==> src/rtl/int_vector_arbiter_if.sv <==
// Register bus and interrupt handshake bundle for int_vector_arbiter.
interface int_vector_arbiter_if;
  logic [2:0]  Addr;
  logic [15:0] DataRd;
  logic [15:0] DataWr;
  logic        En;
  logic        Rd;
  logic        Wr;
  logic [31:0] IntPend;
  logic [31:0] IntReset;
  logic        IntReq;
  logic        IntAck;
  logic [4:0]  IntVec;
  logic        Busy;

  modport master (
    output Addr, DataWr, En, Rd, Wr, IntPend, IntAck,
    input  DataRd, IntReset, IntReq, IntVec, Busy
  );

  modport slave (
    input  Addr, DataWr, En, Rd, Wr, IntPend, IntAck,
    output DataRd, IntReset, IntReq, IntVec, Busy
  );
endinterface

==> src/rtl/int_vector_arbiter.sv <==
// Picks one pending interrupt source (fixed or round-robin priority), presents
// its vector to the CPU, pulses the source clear on acknowledge and waits for EOI.
module int_vector_arbiter #(
  parameter int unsigned TO_CYCLES = 1024
) (
  input logic                  Clk,
  input logic                  Reset,
  int_vector_arbiter_if.slave  bus
);

  localparam int unsigned VEC_W  = 5;
  localparam int unsigned N_SRC  = 32;
  localparam int unsigned CNT_W  = 16;
  localparam int unsigned DATA_W = 16;

  localparam logic [1:0] ST_IDLE  = 2'd0;
  localparam logic [1:0] ST_REQ   = 2'd1;
  localparam logic [1:0] ST_CLEAR = 2'd2;
  localparam logic [1:0] ST_SERV  = 2'd3;

  localparam logic [CNT_W-1:0] TO_LAST = CNT_W'(TO_CYCLES - 1);

  logic [1:0]       state_q, state_d;
  logic [VEC_W-1:0] vec_q, vec_d;
  logic [VEC_W-1:0] ptr_q, ptr_d;
  logic [CNT_W-1:0] cnt_q, cnt_d;
  logic [N_SRC-1:0] ireset_q, ireset_d;
  logic             req_q, req_d;
  logic             busy_q, busy_d;
  logic             en_q, en_d;
  logic             rr_q, rr_d;
  logic             terr_q, terr_d;

  logic             ctrl_wr;
  logic             eoi_wr;
  logic             force_idle;
  logic             timeout;
  logic [VEC_W-1:0] base;
  logic [VEC_W-1:0] cand;
  logic [VEC_W-1:0] win_idx;
  logic             win_found;
  logic [DATA_W-1:0] rd_data;

  logic unused_bits;
  assign unused_bits = ^{bus.Rd, bus.DataWr[15:3]};

  assign ctrl_wr    = bus.Wr & bus.En & (bus.Addr == 3'd0);
  assign eoi_wr     = bus.Wr & bus.En & (bus.Addr == 3'd3);
  assign force_idle = ctrl_wr & ~bus.DataWr[0];
  assign base       = rr_q ? ptr_q : '0;

  // Priority search starting at base and wrapping; fixed mode starts at 0.
  always_comb begin
    win_found = 1'b0;
    win_idx   = '0;
    cand      = '0;
    for (int i = 0; i < N_SRC; i++) begin
      cand = base + VEC_W'(i);
      if (!win_found && bus.IntPend[cand]) begin
        win_found = 1'b1;
        win_idx   = cand;
      end
    end
  end

  // Next-state, vector, pointer, wait counter and clear pulse.
  always_comb begin
    state_d  = state_q;
    vec_d    = vec_q;
    ptr_d    = ptr_q;
    cnt_d    = cnt_q;
    ireset_d = '0;
    timeout  = 1'b0;

    case (state_q)
      ST_IDLE: begin
        if (en_q && win_found) begin
          state_d = ST_REQ;
          vec_d   = win_idx;
          cnt_d   = '0;
        end
      end
      ST_REQ: begin
        if (bus.IntAck) begin
          state_d  = ST_CLEAR;
          ireset_d = 32'd1 << vec_q;
          cnt_d    = '0;
        end else if (cnt_q == TO_LAST) begin
          state_d = ST_IDLE;
          timeout = 1'b1;
          ptr_d   = vec_q + 5'd1;
          cnt_d   = '0;
        end else begin
          cnt_d = cnt_q + 16'd1;
        end
      end
      ST_CLEAR: begin
        state_d = ST_SERV;
      end
      ST_SERV: begin
        if (eoi_wr) begin
          state_d = ST_IDLE;
          ptr_d   = vec_q + 5'd1;
        end
      end
      default: begin
        state_d = ST_IDLE;
      end
    endcase

    // Disabling aborts whatever is in flight without clearing the source.
    if (force_idle) begin
      state_d  = ST_IDLE;
      ptr_d    = ptr_q;
      cnt_d    = '0;
      ireset_d = '0;
      timeout  = 1'b0;
    end
  end

  assign req_d  = (state_d == ST_REQ);
  assign busy_d = (state_d != ST_IDLE);

  // Control register; a timeout set beats a same-cycle write-1-to-clear.
  always_comb begin
    en_d   = en_q;
    rr_d   = rr_q;
    terr_d = terr_q;
    if (ctrl_wr) begin
      en_d = bus.DataWr[0];
      rr_d = bus.DataWr[1];
      if (bus.DataWr[2]) begin
        terr_d = 1'b0;
      end
    end
    if (timeout) begin
      terr_d = 1'b1;
    end
  end

  always_ff @(posedge Clk or negedge Reset) begin
    if (!Reset) begin
      state_q  <= ST_IDLE;
      vec_q    <= '0;
      ptr_q    <= '0;
      cnt_q    <= '0;
      ireset_q <= '0;
      req_q    <= 1'b0;
      busy_q   <= 1'b0;
      en_q     <= 1'b0;
      rr_q     <= 1'b0;
      terr_q   <= 1'b0;
    end else begin
      state_q  <= state_d;
      vec_q    <= vec_d;
      ptr_q    <= ptr_d;
      cnt_q    <= cnt_d;
      ireset_q <= ireset_d;
      req_q    <= req_d;
      busy_q   <= busy_d;
      en_q     <= en_d;
      rr_q     <= rr_d;
      terr_q   <= terr_d;
    end
  end

  // Register read mux.
  always_comb begin
    rd_data = '0;
    case (bus.Addr)
      3'd0:    rd_data = {13'd0, terr_q, rr_q, en_q};
      3'd1:    rd_data = {8'd0, req_q, state_q, vec_q};
      3'd2:    rd_data = {11'd0, ptr_q};
      default: rd_data = '0;
    endcase
  end

  assign bus.DataRd   = rd_data;
  assign bus.IntReset = ireset_q;
  assign bus.IntReq   = req_q;
  assign bus.IntVec   = vec_q;
  assign bus.Busy     = busy_q;

endmodule

==> src/flat_wrapper.sv <==
// flat-port wrapper written by rule: the top's interface ports become plain ports
module int_vector_arbiter_flat 
#(
  parameter int unsigned TO_CYCLES = 1024
)
  (Clk, Reset, bus_Addr, bus_DataWr, bus_En, bus_Rd, bus_Wr, bus_IntPend, bus_IntAck, bus_DataRd, bus_IntReset, bus_IntReq, bus_IntVec, bus_Busy);
  int_vector_arbiter_if bus_i ();
  input logic Clk;
  input logic Reset;
  input wire logic [$bits(bus_i.Addr)-1:0] bus_Addr;
  input wire logic [$bits(bus_i.DataWr)-1:0] bus_DataWr;
  input wire logic [$bits(bus_i.En)-1:0] bus_En;
  input wire logic [$bits(bus_i.Rd)-1:0] bus_Rd;
  input wire logic [$bits(bus_i.Wr)-1:0] bus_Wr;
  input wire logic [$bits(bus_i.IntPend)-1:0] bus_IntPend;
  input wire logic [$bits(bus_i.IntAck)-1:0] bus_IntAck;
  output wire logic [$bits(bus_i.DataRd)-1:0] bus_DataRd;
  output wire logic [$bits(bus_i.IntReset)-1:0] bus_IntReset;
  output wire logic [$bits(bus_i.IntReq)-1:0] bus_IntReq;
  output wire logic [$bits(bus_i.IntVec)-1:0] bus_IntVec;
  output wire logic [$bits(bus_i.Busy)-1:0] bus_Busy;
  assign bus_i.Addr = bus_Addr;
  assign bus_i.DataWr = bus_DataWr;
  assign bus_i.En = bus_En;
  assign bus_i.Rd = bus_Rd;
  assign bus_i.Wr = bus_Wr;
  assign bus_i.IntPend = bus_IntPend;
  assign bus_i.IntAck = bus_IntAck;
  assign bus_DataRd = bus_i.DataRd;
  assign bus_IntReset = bus_i.IntReset;
  assign bus_IntReq = bus_i.IntReq;
  assign bus_IntVec = bus_i.IntVec;
  assign bus_Busy = bus_i.Busy;
  int_vector_arbiter #(.TO_CYCLES(TO_CYCLES)) u_core (.Clk(Clk), .Reset(Reset), .bus(bus_i));
endmodule
==> config.mk <==
export PLATFORM = sky130hd
export DESIGN_NAME = int_vector_arbiter_flat
export DESIGN_NICKNAME = d
export VERILOG_FILES = /design/src/rtl/int_vector_arbiter_if.sv /design/src/rtl/int_vector_arbiter.sv /design/src/flat_wrapper.sv
export SDC_FILE = /design/constraint.sdc
export NUM_CORES = 1
export LEC_CHECK = 0
export CAP_MARGIN = 20
export CORE_MARGIN = 2
export CORE_UTILIZATION = 50
export DETAILED_ROUTE_END_ITERATION = 12
export GPL_TIMING_DRIVEN = 0
export PLACE_DENSITY = 0.76
export SKIP_LAST_GASP = 1
export SLEW_MARGIN = 40
export SYNTH_ARGS = -nofsm -noshare
export SYNTH_HDL_FRONTEND = slang
export SYNTH_SLANG_ARGS = --single-unit
==> constraint.sdc <==
create_clock -name Clk -period 14.6 [get_ports Clk]
set_input_delay 2.19 -clock Clk [delete_from_list [all_inputs] [get_ports Clk]]
set_output_delay 2.19 -clock Clk [all_outputs]
set_load 0.005 [all_outputs]
==> results_dict.tcl <==
set metrics [dict create \
    mostFrequentLayoutCells "122 x nor2_1, 108 x nand2_1, 94 x mux2i_1" \
    grt_pass1_wl_um 60640 \
    areaGrowthSynthToFinish_pct 16.75 \
    start_util 0.5074 \
    period_minus_slack_ps 7640 \
    clock_skew_ps 6.850 \
    path_max_fanout 10 \
    syn_avg_cell_area_um2 8.147 \
    rsz0062_at_grt "false" \
    syn_inst 1161 \
    nNetsFinal 1338 \
    drt-initial-drc-count 1409 \
    regArea_mm2 0.001627 \
    synthArstFlopShare 1.000 \
    yosys_warnings 0 \
    fin_crit_sh 0.5233 \
    multi_input_area_mm2 0.007263 \
    die_y_um 141.5 \
    drv_cap 0 \
    dp_slack_ps 7344 \
    worstPathArrival_ps 7820 \
    dr.pass1.iters 6 \
    ys_seq_area_frac 0.1720 \
    cts-root-buf "clkbuf_16" \
    setup_viol_count_final 0 \
    wl_per_cell_um 27.21 \
    grt_pass1_vias 9872 \
    clock_latency_ps 340 \
    grt_max_degree 48 \
    cp-end-kind "register" \
    hp-class "register to register" \
    dp_hpwl_um 31710 \
    grt_overflow 0 \
    status "complete, no violations" \
    cts_buffer_depth 2 \
    place_congestion 1.070 \
    power_density_mw_per_mm2 211.3 \
    reg2reg_from "u_core.ptr_q[1]" \
    antenna_cells 0 \
    reg2reg_to "u_core.bus.IntVec[4]" \
    final_util 0.5923 \
    placed_cell_area_mm2 0.01072 \
    crit_path_start "u_core.ptr_q[1]" \
    ant_nets 0 \
    synth-edff-count 0 \
    p_leak_uw 0.004345 \
    endpoint "u_core.bus.IntVec[4]" \
    drc 0 \
    clock-sinks 65 \
    track_usage 0.4018 \
    htree_levels 3 \
    wirelength_um 41010 \
    final_cell_area_mm2 0.01104 \
    cts_buffers 9 \
    n_fill_cell 1758 \
    layout_commonest_cell "nor2_1" \
    die_w_um 141.5 \
    syn-cell-area_mm2 0.009459 \
    cts-resized-gates 0 \
    finalWorstSetupSlack_ps 6960 \
    hold_buffers 0 \
    vdd_drop_max_mv 0.1071 \
    ys_ff_latch 65 \
    rows 50 \
    cts_tree "done" \
    timing.slew.headroom 0.3416 \
    cp-start-kind "register" \
    clkTransAtPathRegs_ps 50 \
    finalMaxSlewViolations 0 \
    worst_slew_pin_slew_ps 987.5 \
    cp_data_required_time_ps 14780 \
    critical_path_class "register to register" \
    drive_gt1_frac 0.1469 \
    tns_ps 0 \
    holdWs_ps 482.3 \
    fmax_mhz 130.9 \
    core_mm2 0.01864 \
    num_vias 10703 \
    synth_flop_cell "dfrtp_1" \
    fp.dieArea_mm2 0.02004 \
    r2r_slack_ps 6960 \
    post_synth_num_cell_types 112 \
    rr_worst_depth 19 \
    port_buffers 88 \
    ioPinCount 112 \
    finalHoldViolations 0 \
    cts_setup_buffers 0 \
    antenna_found_initial 0 \
    vias_per_cell 7.102 \
]
-- logic make-up after synthesis --
logic type / count (synthesis) / share of synthesized area
xor gates and xnor gates: 19 / 0.01839
adders and majority gates: 13 / 0.01720
other: 1 / 0.0003964
and+or+nand+nor: 449 / 0.2452
buffers and inverters: 107 / 0.06812
DFF: 65 / 0.1720
muxes: 165 / 0.2213
AOI/OAI and AO/OA: 342 / 0.2574
-- registers in the layout (all words and copies together), names as in the netlist --
name	cells
u_core.bus.IntReset	32
u_core.bus.IntVec	5
u_core.terr_q	1
u_core.state_q	2
u_core.bus.Busy	1
u_core.en_q	1
u_core.bus.IntReq	1
u_core.rr_q	1
u_core.cnt_q	16
u_core.ptr_q	5
-- layer usage --
layer,GRT usage,routed length (um),vias up
met5,0,0,-
met1,0.5150,15510,5061
li1,-,-,4677
met2,0.6344,17810,814
met4,0.2100,2570,0
met3,0.09180,5118,151
-- power breakdown --
group / internal (uW) / total [uW] / switching (uW)
combinational: 663 / 1880 / 1220
sequential: 197 / 227 / 29.2
clock: 146 / 223 / 77.1
-- how the worst min path moves through the flow --
stage	start	to	slack, ps	cells after the start
floorplan	u_core.cnt_q[15]	u_core.cnt_q[15]	440	1
finish	u_core.cnt_q[15]	u_core.cnt_q[15]	480	1
detailed placement	u_core.cnt_q[15]	u_core.cnt_q[15]	470	1
global placement	u_core.cnt_q[15]	u_core.cnt_q[15]	470	1
global route	u_core.cnt_q[15]	u_core.cnt_q[15]	510	1
CTS	u_core.cnt_q[15]	u_core.cnt_q[15]	480	1
-- area by class of cell --
| type | count | share of cell area |
|---|---|---|
| Multi-Input combinational cell | 996 | 0.6577 |
| Clock inverter | 4 | 0.004532 |
| Inverter | 22 | 0.007931 |
| Timing Repair Buffer | 89 | 0.08135 |
| Clock buffer | 12 | 0.02413 |
| Buffer | 85 | 0.05053 |
| Sequential cell | 65 | 0.1473 |
| Tap cell | 234 | 0.02651 |
-- synthesized netlist by cell type (14+ instances only) --
cell	instances	area, um^2
nor2_1	122	457.9
nand2_1	108	405.4
mux2i_1	94	940.9
dfrtp_1	65	1627
o21ai_0	58	290.3
a21oi_1	44	220.2
mux2_2	38	427.9
o22ai_1	33	206.5
nor3_1	32	160.2
clkbuf_1	30	112.6
mux4_2	30	675.7
nand3_1	30	150.1
buf_4	22	165.2
and3_1	20	125.1
inv_1	20	75.07
o21ai_1	19	95.09
and2_1	18	112.6
nand3b_1	16	120.1
xnor2_1	15	131.4
buf_2	14	70.07
nand2b_1	14	87.58
-- worst max-delay path, stage by stage, from the launching register on --
cell and delay, ps:
dfrtp_1 460, buf_2 210, and2_1 180, inv_1 230, clkbuf_1 590, ha_1 580
a21boi_1 610, or2_2 210, clkbuf_1 470, mux2i_1 280, o311ai_1 830, nand4_4 290
nor4_4 630, nand2_2 100, buf_4 210, or3_1 410, o41ai_1 110, a221oi_1 150
o41ai_1 770, a21oi_1 150
-- per-stage QoR --
step           std cells  total power [uW]
6_report            1507              2333
4_1_cts             1507              2247
3_5_place_dp        1491              2017
2_1_floorplan       1168              1451
5_1_grt             1507              2420
3_3_place_gp        1490              2016
Note: power is estimated with default switching activity, not from simulation.
